`config.mk`:
```
export PLATFORM = sky130hd
export DESIGN_NAME = frame_tick_monitor
export DESIGN_NICKNAME = d
export VERILOG_FILES = /design/src/rtl/frame_tick_pkg.sv /design/src/rtl/tick_interval_counter.sv /design/src/rtl/frame_tick_monitor.sv
export SDC_FILE = /design/constraint.sdc
export NUM_CORES = 1
export LEC_CHECK = 0
export ABC_AREA = 0
export BUFFER_PORTS_ARGS = -buffer_cell sky130_fd_sc_hd__buf_2
export CAP_MARGIN = 5
export CORE_UTILIZATION = 38
export DETAILED_ROUTE_END_ITERATION = 7
export SYNTH_ARGS = -nofsm -noshare
export SYNTH_HDL_FRONTEND = slang
export SYNTH_SLANG_ARGS = --single-unit
```
`constraint.sdc`:
```
create_clock -name clk -period 2.85 [get_ports clk]
set_clock_uncertainty 0.1 [all_clocks]
set_input_delay 0.855 -clock clk [delete_from_list [all_inputs] [get_ports clk]]
set_output_delay 0.855 -clock clk [all_outputs]
set_load 0.01 [all_outputs]
```
`src/rtl/frame_tick_pkg.sv`:
```
// Shared types and helpers for the frame-tick monitor.
//   state_e   : monitor state (IDLE / ACQUIRE / LOCKED)
//   ERR_MAX   : saturation value of the error counter
//   cnt_width : interval-counter width able to hold 0 .. 2*expected
package frame_tick_pkg;

    typedef enum logic [1:0] {
        IDLE    = 2'd0,
        ACQUIRE = 2'd1,
        LOCKED  = 2'd2
    } state_e;

    localparam logic [7:0] ERR_MAX = 8'd255;

    function automatic int cnt_width(input int expected);
        return $clog2(2 * expected + 1);
    endfunction

endpackage

```
`src/rtl/tick_interval_counter.sv`:
```
// Rising-edge detector and cycle counter measuring the distance between ticks.
//   clk, rst_n : clock, async active-low reset
//   pulse_i    : tick input (any high width)
//   hold_i     : freeze the counter (monitor idle)
//   edge_o     : combinational rising-edge indication for this cycle
//   cnt_o      : cycles since the last edge (equals the period on the next edge)
//   timeout_o  : counter reached 2*EXPECTED with no edge this cycle
module tick_interval_counter #(
    parameter int EXPECTED = 100,
    parameter int W        = 8
) (
    input  logic         clk,
    input  logic         rst_n,
    input  logic         pulse_i,
    input  logic         hold_i,
    output logic         edge_o,
    output logic [W-1:0] cnt_o,
    output logic         timeout_o
);

    localparam logic [W-1:0] TMO = W'(2 * EXPECTED);

    logic         pulse_q;
    logic [W-1:0] cnt_q;
    logic [W-1:0] cnt_d;

    // pulse_q resets low so a pulse already high at reset release counts as an edge.
    assign edge_o    = pulse_i & ~pulse_q;
    assign timeout_o = ~hold_i & ~edge_o & (cnt_q == TMO);
    assign cnt_o     = cnt_q;

    always_comb begin
        cnt_d = cnt_q;
        if (edge_o) begin
            cnt_d = W'(1);
        end else if (!hold_i) begin
            cnt_d = cnt_q + W'(1);
        end
    end

    always_ff @(posedge clk or negedge rst_n) begin
        if (!rst_n) begin
            pulse_q <= 1'b0;
            cnt_q   <= '0;
        end else begin
            pulse_q <= pulse_i;
            cnt_q   <= cnt_d;
        end
    end

endmodule

```
`src/rtl/frame_tick_monitor.sv`:
```
// Frame-tick health monitor: measures tick period, declares lock after a run of
// in-tolerance periods, flags missing ticks and counts errors.
//   clk, rst_n   : clock, async active-low reset
//   pulse        : frame tick input
//   period       : last measured interval in clk cycles
//   period_valid : one-cycle strobe when period updates
//   locked       : high while in LOCKED
//   missed       : one-cycle strobe on tick timeout
//   err_count    : saturating count of bad periods and timeouts
//
// state   | meaning
// IDLE    | no reference tick yet; counter frozen
// ACQUIRE | measuring, fewer than LOCK_COUNT consecutive good periods
// LOCKED  | tick is running at the nominal rate
module frame_tick_monitor
    import frame_tick_pkg::*;
#(
    parameter int CLK_SPEED_HZ = 100_000_000,
    parameter int FPS          = 60,
    parameter int TOL_CYCLES   = 16,
    parameter int LOCK_COUNT   = 4
) (
    input  logic                                   clk,
    input  logic                                   rst_n,
    input  logic                                   pulse,
    output logic [cnt_width(CLK_SPEED_HZ/FPS)-1:0] period,
    output logic                                   period_valid,
    output logic                                   locked,
    output logic                                   missed,
    output logic [7:0]                             err_count
);

    localparam int EXPECTED = CLK_SPEED_HZ / FPS;
    localparam int W        = cnt_width(EXPECTED);
    localparam int GOOD_LO  = (EXPECTED - TOL_CYCLES < 1) ? 1 : EXPECTED - TOL_CYCLES;
    localparam int GOOD_HI  = EXPECTED + TOL_CYCLES;
    // good_cnt only ever holds 0 .. LOCK_COUNT-1; the LOCK_COUNT-th good period moves to LOCKED.
    localparam int GW       = (LOCK_COUNT < 2) ? 1 : $clog2(LOCK_COUNT);

    state_e         state_q, state_d;
    logic [GW-1:0]  good_cnt_q, good_cnt_d;
    logic [W-1:0]   period_q;
    logic           period_valid_q;
    logic           missed_q, missed_d;
    logic [7:0]     err_q;
    logic           err_inc;

    logic           edge_det;
    logic [W-1:0]   cnt;
    logic           timeout;
    int             p_int;
    logic           period_good;

    tick_interval_counter #(
        .EXPECTED (EXPECTED),
        .W        (W)
    ) u_cnt (
        .clk       (clk),
        .rst_n     (rst_n),
        .pulse_i   (pulse),
        .hold_i    (state_q == IDLE),
        .edge_o    (edge_det),
        .cnt_o     (cnt),
        .timeout_o (timeout)
    );

    assign p_int       = int'(cnt);
    assign period_good = (p_int >= GOOD_LO) && (p_int <= GOOD_HI);

    always_ff @(posedge clk or negedge rst_n) begin
        if (!rst_n) begin
            state_q <= IDLE;
        end else begin
            state_q <= state_d;
        end
    end

    // An edge takes priority over a coincident timeout (the counter module masks it).
    always_comb begin
        state_d    = state_q;
        good_cnt_d = good_cnt_q;
        err_inc    = 1'b0;
        missed_d   = 1'b0;
        unique case (state_q)
            IDLE: begin
                if (edge_det) begin
                    state_d    = ACQUIRE;
                    good_cnt_d = '0;
                end
            end
            ACQUIRE: begin
                if (edge_det) begin
                    if (period_good) begin
                        if (good_cnt_q == GW'(LOCK_COUNT - 1)) begin
                            state_d    = LOCKED;
                            good_cnt_d = '0;
                        end else begin
                            good_cnt_d = good_cnt_q + GW'(1);
                        end
                    end else begin
                        good_cnt_d = '0;
                        err_inc    = 1'b1;
                    end
                end else if (timeout) begin
                    state_d    = IDLE;
                    good_cnt_d = '0;
                    err_inc    = 1'b1;
                    missed_d   = 1'b1;
                end
            end
            LOCKED: begin
                if (edge_det) begin
                    if (!period_good) begin
                        state_d    = ACQUIRE;
                        good_cnt_d = '0;
                        err_inc    = 1'b1;
                    end
                end else if (timeout) begin
                    state_d    = IDLE;
                    good_cnt_d = '0;
                    err_inc    = 1'b1;
                    missed_d   = 1'b1;
                end
            end
            default: begin
                state_d    = IDLE;
                good_cnt_d = '0;
            end
        endcase
    end

    always_comb begin
        locked = (state_q == LOCKED);
    end

    always_ff @(posedge clk or negedge rst_n) begin
        if (!rst_n) begin
            good_cnt_q     <= '0;
            period_q       <= '0;
            period_valid_q <= 1'b0;
            missed_q       <= 1'b0;
            err_q          <= '0;
        end else begin
            good_cnt_q     <= good_cnt_d;
            missed_q       <= missed_d;
            // The first edge out of IDLE has no reference, so it reports nothing.
            period_valid_q <= edge_det && (state_q != IDLE);
            if (edge_det && (state_q != IDLE)) begin
                period_q <= cnt;
            end
            if (err_inc && (err_q != ERR_MAX)) begin
                err_q <= err_q + 8'd1;
            end
        end
    end

    assign period       = period_q;
    assign period_valid = period_valid_q;
    assign missed       = missed_q;
    assign err_count    = err_q;

endmodule

```
==> metrics.txt <==
Avg WL per Cell 14.30 µm; sequential area share after synthesis 51.15%; syn avg cell area 11.19 µm²; Net Count, Synth 270; Max Clk Rate 386.8 MHz; Worst R2R End state_q[0]; worst setup path startpoint u_cnt.cnt_o[0]; Post-synth EDFFs 0; CP bufs+invs 1; fraction of layout cells with a size suffix above 1 approximately 29%; Ant. Diodes 0; Setup Slack @ Placement 0.2934 ns; Finished Cell Area 3472 µm²; crit-path cells inv_1 > ha_1 > o311ai_1 > nor2_1 > o311a_1 > a22o_1 > or4_1 > nand3_1; Worst Setup EP state_q[0]; Reg clk slew, reported paths 0.07 ns; synth warn 0; Worst Path Required around 3.0 ns; Syn Inst Count around 260; HPWL Detailed approximately 4000 µm; clock sink count 59; Final Hold Fails 0; CTS hold repair buffers 0; peak supply drop 0.3019 mV; #FFs+latches synth slightly below 60; total grt overflow 0; worst-path fanout max 7; htree depth 3; commonest non-fill, non-tap cell in the layout dfrtp_1; Initial Util 39.58%; hold crit path type reg -> reg; status finished, final reports clean; Setup Buffers After CTS 0; cell count along the critical path 8; top_reg_cell synth dfrtp_1; final worst slack about 0.26 ns; placed insts roughly 400; row cnt 31; cell area after synthesis 2887 µm²; routed vias 2042; total CTS buffers 9; # DRC 0; worst-margin pin slew between 0.6 and 0.7 ns; Fillers just over 700; asr flop ratio synth 100.0%; vias in the first global route 2011; RD Place Congestion 0.8298; Worst R2R Path Depth 8; type of the worst setup path reg -> reg; DP Area around 3200 µm²; largest delay contributor family on the critical path compound AO/OA/AOI/OAI gates; area occupied by multi-input gates around 1300 µm²; die width just under 90 µm; drt pass-1 iters 4; Chip Height ~89 µm; Leak ~1.7 nW; max cap viols 0; crit path time final roughly 2.6 ns; Cell variety after synth 43; hold_sp err_count[6]; Crit path largest cell delay roughly 0.52 ns; IO Port Bufs 35; most frequent cells in the layout dfrtp_1, buf_2, nor2_1; Worst setup SP type flop; DR iter-0 viols 102; core area 7292 µm²; internal reg-to-reg setup slack 0.26 ns; Slew Limit Fails 0; Power Density 765.1 nW/µm²; Final Setup Violations 0; antenna-violating nets left 0; Final Util 47.62%; Final Instance Count excl. Fillers 407; FF+latch area 1476 µm²; setup_tns 0 ns; cts repair resizes 0; GRT Util Overall 16.77%; top cell type's share of synthesized area 51.15%; Final period util between 90% and 100%; CTS Buffer Depth 2; Worst setup EP type flop; I/O pin count 36; post-synth top area cell dfrtp_1; Die Area 7949 µm²; WP data arrival about 2.8 ns; worst r2r src u_cnt.cnt_o[0]; first-pass GRT wire length 9846 µm; Routed Wire Length a little under 6000 µm; slowest cell on the critical path or4_1; largest net degree at the start of global routing 36; Via density between 5 and 6; worst slew margin relative to its limit approximately three fifths; worst-skew pair later-pin latency approximately 0.34 ns; worst hold slack 0.3911 ns; RSZ-0062 raised after global routing false; total power 2.657 mW; TritonCTS clock tree done; Layout area overhead 20.29%; initial antenna violation count 0; clock root buffer clkbuf_8; final net count 315; top cells by area, synth dfrtp_1, mux2_2, xor2_1, ha_1, nor2_1
==> flip-flops by register name, summed over array words and instances, names as in the netlist <==
register,flops
err_count,8
good_cnt_q,2
missed,1
period,22
period_valid,1
state_q,2
u_cnt.cnt_o,22
u_cnt.pulse_q,1
==> cells in the mapped netlist, drive strengths merged (2+ instances only) <==
| master | instances |
|---|---|
| clkbuf | 7 |
| nand3 | 13 |
| nand2b | 3 |
| nand3b | 3 |
| mux2 | 23 |
| nand2 | 16 |
| nor2 | 27 |
| xnor2 | 5 |
| nand4 | 6 |
| or3 | 2 |
| nor4 | 3 |
| buf | 2 |
| ha | 9 |
| dfrtp | 59 |
| xor2 | 20 |
| a22o | 2 |
| a21oi | 7 |
| or4 | 2 |
| inv | 6 |
| nand4b | 2 |
| nor3 | 3 |
| o21ai | 6 |
| and3 | 3 |
| and4 | 3 |
| and2 | 7 |
| nor2b | 4 |
==> where the power goes <==
group | switching (mW) | internal (mW) | total [mW] | leakage [nW]
sequential | 0.151 | 0.962 | 1.11 | 0.788
clock | 0.329 | 0.651 | 0.980 | 0.133
combinational | 0.301 | 0.263 | 0.564 | 0.770
==> cell type report <==
class	count	share of cell area (%)
tap	99	3.568
multi-input combinational	184	38.63
sequential	59	42.52
clock inverter	4	2.739
inverter	6	0.6486
clock buffer	12	4.757
timing repair buffer	43	7.135
==> logic make-up after synthesis <==
logic type      Yosys count  share of synthesized area [%]
simple gates            103                          20.42
flops                    59                          51.15
xor+xnor                 25                          7.586
mux                      24                          9.320
compound gates           23                          5.159
buf+inv                  15                          2.471
fa+ha+maj                 9                          3.901
==> worst min-delay path by stage <==
stage                          endpoint  depth (start not counted)
after floorplan           good_cnt_q[0]                          2
after global placement     err_count[6]                          1
after detailed placement   err_count[6]                          1
after CTS                  err_count[6]                          1
after global routing         period[12]                          1
final                      err_count[6]                          1
==> routing by layer <==
metal	vias to the layer above	track usage [%]	share of wire, %
li1	995	-	-
met5	-	0	0
met2	29	25.88	48
met4	0	5.628	0.64
met1	1014	22.07	48
met3	4	5.817	3.6
(Power assumes the default switching activity.)
